## config.mk

```make
export PLATFORM = sky130hd
export DESIGN_NAME = input_conditioner_flat
export DESIGN_NICKNAME = d
export VERILOG_FILES = /design/src/rtl/input_conditioner_if.sv /design/src/rtl/input_conditioner.sv /design/src/flat_wrapper.sv
export SDC_FILE = /design/constraint.sdc
export NUM_CORES = 1
export LEC_CHECK = 0
export ABC_AREA = 0
export ABC_CLOCK_PERIOD_IN_PS = 2700
export CORE_ASPECT_RATIO = 1.2
export CORE_MARGIN = 1
export CORE_UTILIZATION = 62
export DETAILED_ROUTE_END_ITERATION = 10
export PLACE_DENSITY = 0.78
export SYNTH_ARGS = -nofsm -noshare
export SYNTH_HDL_FRONTEND = slang
export SYNTH_SLANG_ARGS = --single-unit
```

## constraint.sdc

```tcl
create_clock -name Clk -period 2.7 [get_ports Clk]
set_input_delay 0.27 -clock Clk [delete_from_list [all_inputs] [get_ports Clk]]
set_output_delay 0.27 -clock Clk [all_outputs]
set_load 0.005 [all_outputs]
```

## src/rtl/input_conditioner_if.sv

```systemverilog
// Pin-side and fabric-side signals of the input conditioner.
// The conditioner connects to the slave modport; the pin driver and consumer connect to the master modport.
interface input_conditioner_if #(
    parameter int NUM_KEY = 2,
    parameter int NUM_SW  = 8
);
    logic [NUM_KEY-1:0] key_n_in;
    logic [NUM_SW-1:0]  sw_in;
    logic [NUM_KEY-1:0] key_flag_ack;
    logic [NUM_KEY-1:0] key_db_n;
    logic [NUM_SW-1:0]  sw_db;
    logic [NUM_KEY-1:0] key_press_pulse;
    logic [NUM_KEY-1:0] key_press_flag;
    logic               sw_change_pulse;

    modport master (
        output key_n_in, sw_in, key_flag_ack,
        input  key_db_n, sw_db, key_press_pulse, key_press_flag, sw_change_pulse
    );

    modport slave (
        input  key_n_in, sw_in, key_flag_ack,
        output key_db_n, sw_db, key_press_pulse, key_press_flag, sw_change_pulse
    );
endinterface

```

## src/rtl/input_conditioner.sv

```systemverilog
// Purpose: 2-flop sync + per-bit debounce of keys/switches, with press/change pulses and sticky press flags.
// Latency: pin sampled at edge P -> debounced level at edge P+1+STABLE_CYCLES, pulses one edge later.
// Backpressure: none; pins are free-running levels, sticky flags hold until the per-key ack.
module input_conditioner #(
    parameter int NUM_KEY       = 2,
    parameter int NUM_SW        = 8,
    parameter int STABLE_CYCLES = 500000
) (
    input  logic                 Clk,
    input  logic                 Reset,
    input_conditioner_if.slave   io
);
    localparam int N  = NUM_KEY + NUM_SW;
    localparam int CW = (STABLE_CYCLES > 1) ? $clog2(STABLE_CYCLES + 1) : 1;
    localparam logic [CW-1:0] TERM = CW'(STABLE_CYCLES - 1);
    // Keys occupy the low bits and idle high (released); switches idle low.
    localparam logic [N-1:0] RST_VAL = {{NUM_SW{1'b0}}, {NUM_KEY{1'b1}}};

    logic [N-1:0]       sync1;
    logic [N-1:0]       sync2;
    logic [N-1:0]       db;
    logic [N-1:0]       db_prev;
    logic [CW-1:0]      cnt [N];
    logic [NUM_KEY-1:0] press_pulse;
    logic [NUM_KEY-1:0] press_flag;
    logic               change_pulse;

    always_ff @(posedge Clk) begin
        if (Reset) begin
            sync1        <= RST_VAL;
            sync2        <= RST_VAL;
            db           <= RST_VAL;
            db_prev      <= RST_VAL;
            press_pulse  <= '0;
            press_flag   <= '0;
            change_pulse <= 1'b0;
            for (int i = 0; i < N; i++) begin
                cnt[i] <= '0;
            end
        end else begin
            sync1   <= {io.sw_in, io.key_n_in};
            sync2   <= sync1;
            db_prev <= db;

            // Any sample agreeing with the current level restarts the count.
            for (int i = 0; i < N; i++) begin
                if (sync2[i] == db[i]) begin
                    cnt[i] <= '0;
                end else if (cnt[i] == TERM) begin
                    db[i]  <= sync2[i];
                    cnt[i] <= '0;
                end else begin
                    cnt[i] <= cnt[i] + CW'(1);
                end
            end

            press_pulse  <= db_prev[NUM_KEY-1:0] & ~db[NUM_KEY-1:0];
            change_pulse <= (db_prev[N-1:NUM_KEY] != db[N-1:NUM_KEY]);
            // A press arriving with the ack keeps the flag set.
            press_flag   <= press_pulse | (press_flag & ~io.key_flag_ack);
        end
    end

    assign io.key_db_n        = db[NUM_KEY-1:0];
    assign io.sw_db           = db[N-1:NUM_KEY];
    assign io.key_press_pulse = press_pulse;
    assign io.key_press_flag  = press_flag;
    assign io.sw_change_pulse = change_pulse;
endmodule

```

## src/flat_wrapper.sv

```systemverilog
// flat-port wrapper written by rule: the top's interface ports become plain ports
module input_conditioner_flat 
#(
    parameter int NUM_KEY       = 2,
    parameter int NUM_SW        = 8,
    parameter int STABLE_CYCLES = 500000
)
  (Clk, Reset, io_key_n_in, io_sw_in, io_key_flag_ack, io_key_db_n, io_sw_db, io_key_press_pulse, io_key_press_flag, io_sw_change_pulse);
  input_conditioner_if #(.NUM_KEY(NUM_KEY), .NUM_SW(NUM_SW)) io_i ();
  input  logic Clk;
  input  logic Reset;
  input wire logic [$bits(io_i.key_n_in)-1:0] io_key_n_in;
  input wire logic [$bits(io_i.sw_in)-1:0] io_sw_in;
  input wire logic [$bits(io_i.key_flag_ack)-1:0] io_key_flag_ack;
  output wire logic [$bits(io_i.key_db_n)-1:0] io_key_db_n;
  output wire logic [$bits(io_i.sw_db)-1:0] io_sw_db;
  output wire logic [$bits(io_i.key_press_pulse)-1:0] io_key_press_pulse;
  output wire logic [$bits(io_i.key_press_flag)-1:0] io_key_press_flag;
  output wire logic [$bits(io_i.sw_change_pulse)-1:0] io_sw_change_pulse;
  assign io_i.key_n_in = io_key_n_in;
  assign io_i.sw_in = io_sw_in;
  assign io_i.key_flag_ack = io_key_flag_ack;
  assign io_key_db_n = io_i.key_db_n;
  assign io_sw_db = io_i.sw_db;
  assign io_key_press_pulse = io_i.key_press_pulse;
  assign io_key_press_flag = io_i.key_press_flag;
  assign io_sw_change_pulse = io_i.sw_change_pulse;
  input_conditioner #(.NUM_KEY(NUM_KEY), .NUM_SW(NUM_SW), .STABLE_CYCLES(STABLE_CYCLES)) u_core (.Clk(Clk), .Reset(Reset), .io(io_i));
endmodule
```

==> impl_metrics.json <==
{
  "crit_arrival_ps": 2560,
  "drive_gt1_share_pct": 6.44,
  "yosys.area_share.xor_xnor_pct": 10.8,
  "die_height_microns": 154,
  "syn2layout_area_growth_pct": 17.4,
  "dieArea_sq_um": 19900,
  "ys_ff_latch": 235,
  "cpMaxStageDelayCell": "or4b_2",
  "n_antenna_cell": 0,
  "clock_sinks": 235,
  "async_reset_ff_share_pct": 0,
  "overflow": 0,
  "portBuffers": 28,
  "grt_setup_unrepaired": "false",
  "slowest_delay_ps": 680,
  "whs_ps": 305,
  "cp-start-kind": "flip-flop",
  "detail_route.wl_per_cell_microns": 13.1,
  "clk_latency_ps": 510,
  "drcViolationCount": 0,
  "pwr-share-seq_pct": 53.9,
  "place_congestion": 0.840,
  "finalSetupTns_ps": 0,
  "grt_pass1_vias": 8414,
  "synth_cell_types": 45,
  "crit_type": "flip-flop to flip-flop",
  "dp_hpwl_microns": 15200,
  "design_area_sq_um": 14100,
  "drt_iter0_markers": 359,
  "fin_cells": 1638,
  "cts_setup_buffers": 0,
  "p_leak_nw": 4.89,
  "timing.fmax_mhz": 433,
  "synth_flop_cell": "edfxtp_1",
  "yosysMostFrequentCell": "edfxtp_1",
  "track_usage_pct": 22.8,
  "synthMuxAreaShare_pct": 0.355,
  "syn_inst": 1135,
  "nets": 1388,
  "antenna_found_initial": 0,
  "run_status": "complete, no violations",
  "cp.required_ps": 2950,
  "dr.pass1.iters": 4,
  "die_w_microns": 129,
  "path_cells": "or4b_2 > nor4b_1 > a31o_2 > nor2_1",
  "grt_max_degree": 37,
  "peakVddDrop_mv": 0.521,
  "synth-simple-area-share_pct": 25.2,
  "cts-root-buf": "clkbuf_16",
  "syn_area_sq_um": 12000,
  "synth_top_family_by_area": "simple AND/OR/NAND/NOR gates",
  "hold_buffers": 0,
  "swShare_pct": 21.7,
  "hold_violations": 0,
  "p_int_w": 0.00610,
  "cts_resized": 0,
  "drt-total-wl_microns": 21500,
  "fin_crit_sh_pct": 85.6,
  "ant_nets": 0,
  "synth.top_cell.area_share_pct": 47.7,
  "start_util_pct": 63.5,
  "cp-end-kind": "flip-flop",
  "drv_cap": 0,
  "period_needed_ps": 2310,
  "fin_util_pct": 74.6,
  "dp_cells": 1594,
  "cts_tree": "yes",
  "core_sq_um": 18900,
  "synth-edff-count": 190,
  "synthAdderAreaFrac_pct": 1.05,
  "p_per_area_nw_per_um2": 554,
  "synthTopCellsByCount": "190 x edfxtp_1, 180 x nor2_1, 79 x xnor2_1, 68 x xor2_1, 65 x nand3_1",
  "setup_viol": 0,
  "hold_class": "primary input to flip-flop",
  "grt_pass1_wl_microns": 37500,
  "viasPerCell": 5.31,
  "fin_skew_ps": 7.42,
  "htree_levels": 1,
  "relSlewSlack_pct": 45.0,
  "cp_max_fo": 17,
  "rows": 55,
  "yosys.area.top_type": "edfxtp_1",
  "report.final.slew_viol_count": 0,
  "yosysWarnings": 0,
  "yosys-top-cells-area": "edfxtp_1 48%, dfxtp_1 7.5%, xnor2_1 5.8%",
  "num_io_pins": 29,
  "num_vias": 8696,
  "max-clock-path-buffers": 3,
  "clkPwrFrac_pct": 42.2,
  "tightest_slew_ps": 817,
  "avgSynthCellArea_sq_um": 10.5,
  "synth_compound_area_share_pct": 5.16,
  "switching_power_w": 0.00169,
  "combinationalPowerShare_pct": 3.9,
  "place_area_sq_um": 13300,
  "cts.reportedPaths.clkPinSlew_ps": 60,
  "cts_buffers": 24,
  "yosysSeqAreaShare_pct": 55.2
}
## worst paths after layout
| kind | slack [ps] | depth (start not counted) | start | end |
|---|---|---|---|---|
| max | 390 | 4 | u_core.cnt[0][5] | u_core.cnt[0][16] |
| min | 310 | 2 | Reset | u_core.io.key_press_flag[1] |
| max reg2reg | 390 | 4 | u_core.cnt[0][5] | u_core.cnt[0][16] |
| min reg2reg | 410 | 1 | u_core.sync1[1] | u_core.sync2[1] |
## layout by cell type, fill, tap and decap left out, drive strengths merged, types with 2 or more instances in the layout
master | netlist | routed
clkinv | 0 | 7
nor4b | 7 | 7
or4 | 22 | 22
nor2b | 26 | 26
ha | 10 | 10
or2 | 8 | 8
nor4bb | 3 | 3
clkdlybuf4s50 | 0 | 27
nand4 | 61 | 61
o41ai | 3 | 3
and4 | 13 | 13
a31o | 5 | 5
bufinv | 0 | 2
mux2 | 2 | 2
nand2 | 57 | 57
nand2b | 8 | 8
xor2 | 68 | 68
nand3 | 65 | 65
nor3 | 27 | 27
or4b | 16 | 16
conb | 1 | 190
edfxtp | 190 | 190
o21bai | 7 | 7
clkbuf | 24 | 30
a21oi | 44 | 44
and3 | 13 | 13
inv | 36 | 37
o21ai | 27 | 27
buf | 8 | 19
nor2 | 180 | 180
clkinvlp | 0 | 4
mux2i | 2 | 2
dfxtp | 45 | 45
or3b | 3 | 3
xnor2 | 79 | 79
or3 | 23 | 23
o31ai | 15 | 15
nor4 | 29 | 29
and2 | 6 | 6
## critical path: cells and delay by family (launching register included)
kind               cells  cell delay (ps)
and+or+nand+nor        3             1150
DFF                    1              450
AOI/OAI and AO/OA      1              440
## cell type report
| class | instances | area (sq um) |
|---|---|---|
| multi-input cells | 1021 | 5800 |
| inverters | 36 | 135 |
| flip-flops and latches | 235 | 6610 |
| clock buffers | 30 | 654 |
| clock inverters | 14 | 131 |
| repair buffers | 46 | 410 |
| fillers | 1412 | 4800 |
| well taps | 256 | 320 |
## through the flow
step	setup WS [ps]	total power [W]
after global placement	477	0.00456
final	390	0.00779
after global routing	232	0.00807
after floorplan	495	0.00447
after CTS	368	0.00786
after detailed placement	371	0.00457
## power by group through the flow
stage / logic (W) / clock network, W / registers, W
CTS: 0.000297 / 0.00336 / 0.00420
finish: 0.000304 / 0.00329 / 0.00420
global placement: 0.000286 / 0 / 0.00427
detailed placement: 0.000293 / 0 / 0.00428
floorplan: 0.000244 / 0 / 0.00423
global route: 0.000353 / 0.00349 / 0.00422
## sequential cells by signal, summed over array words and instances (netlist names)
register,count
u_core.cnt,190
u_core.db,10
u_core.io.key_press_flag,2
u_core.io.sw_change_pulse,1
u_core.sync1,10
u_core.sync2,10
u_core.io.key_press_pulse,2
u_core.db_prev,10
## per-layer routing
layer  track usage (%)  vias up  part of all wire, %
li1                  -     4427                    -
met1              29.7     4107                   44
met2              40.0      131                   51
met3              2.66       31                  3.2
met4              6.55        0                  1.8
met5                 0        -                    0
## cell families after synthesis
logic type / Yosys count
multiplexers: 4
buffers and inverters: 68
XOR/XNOR: 147
AND/OR/NAND/NOR: 568
other: 1
AO/OA/AOI/OAI: 102
flip-flops: 235
adder cells (fa/ha/maj): 10
No activity file was read; power rests on OpenSTA's default activity.
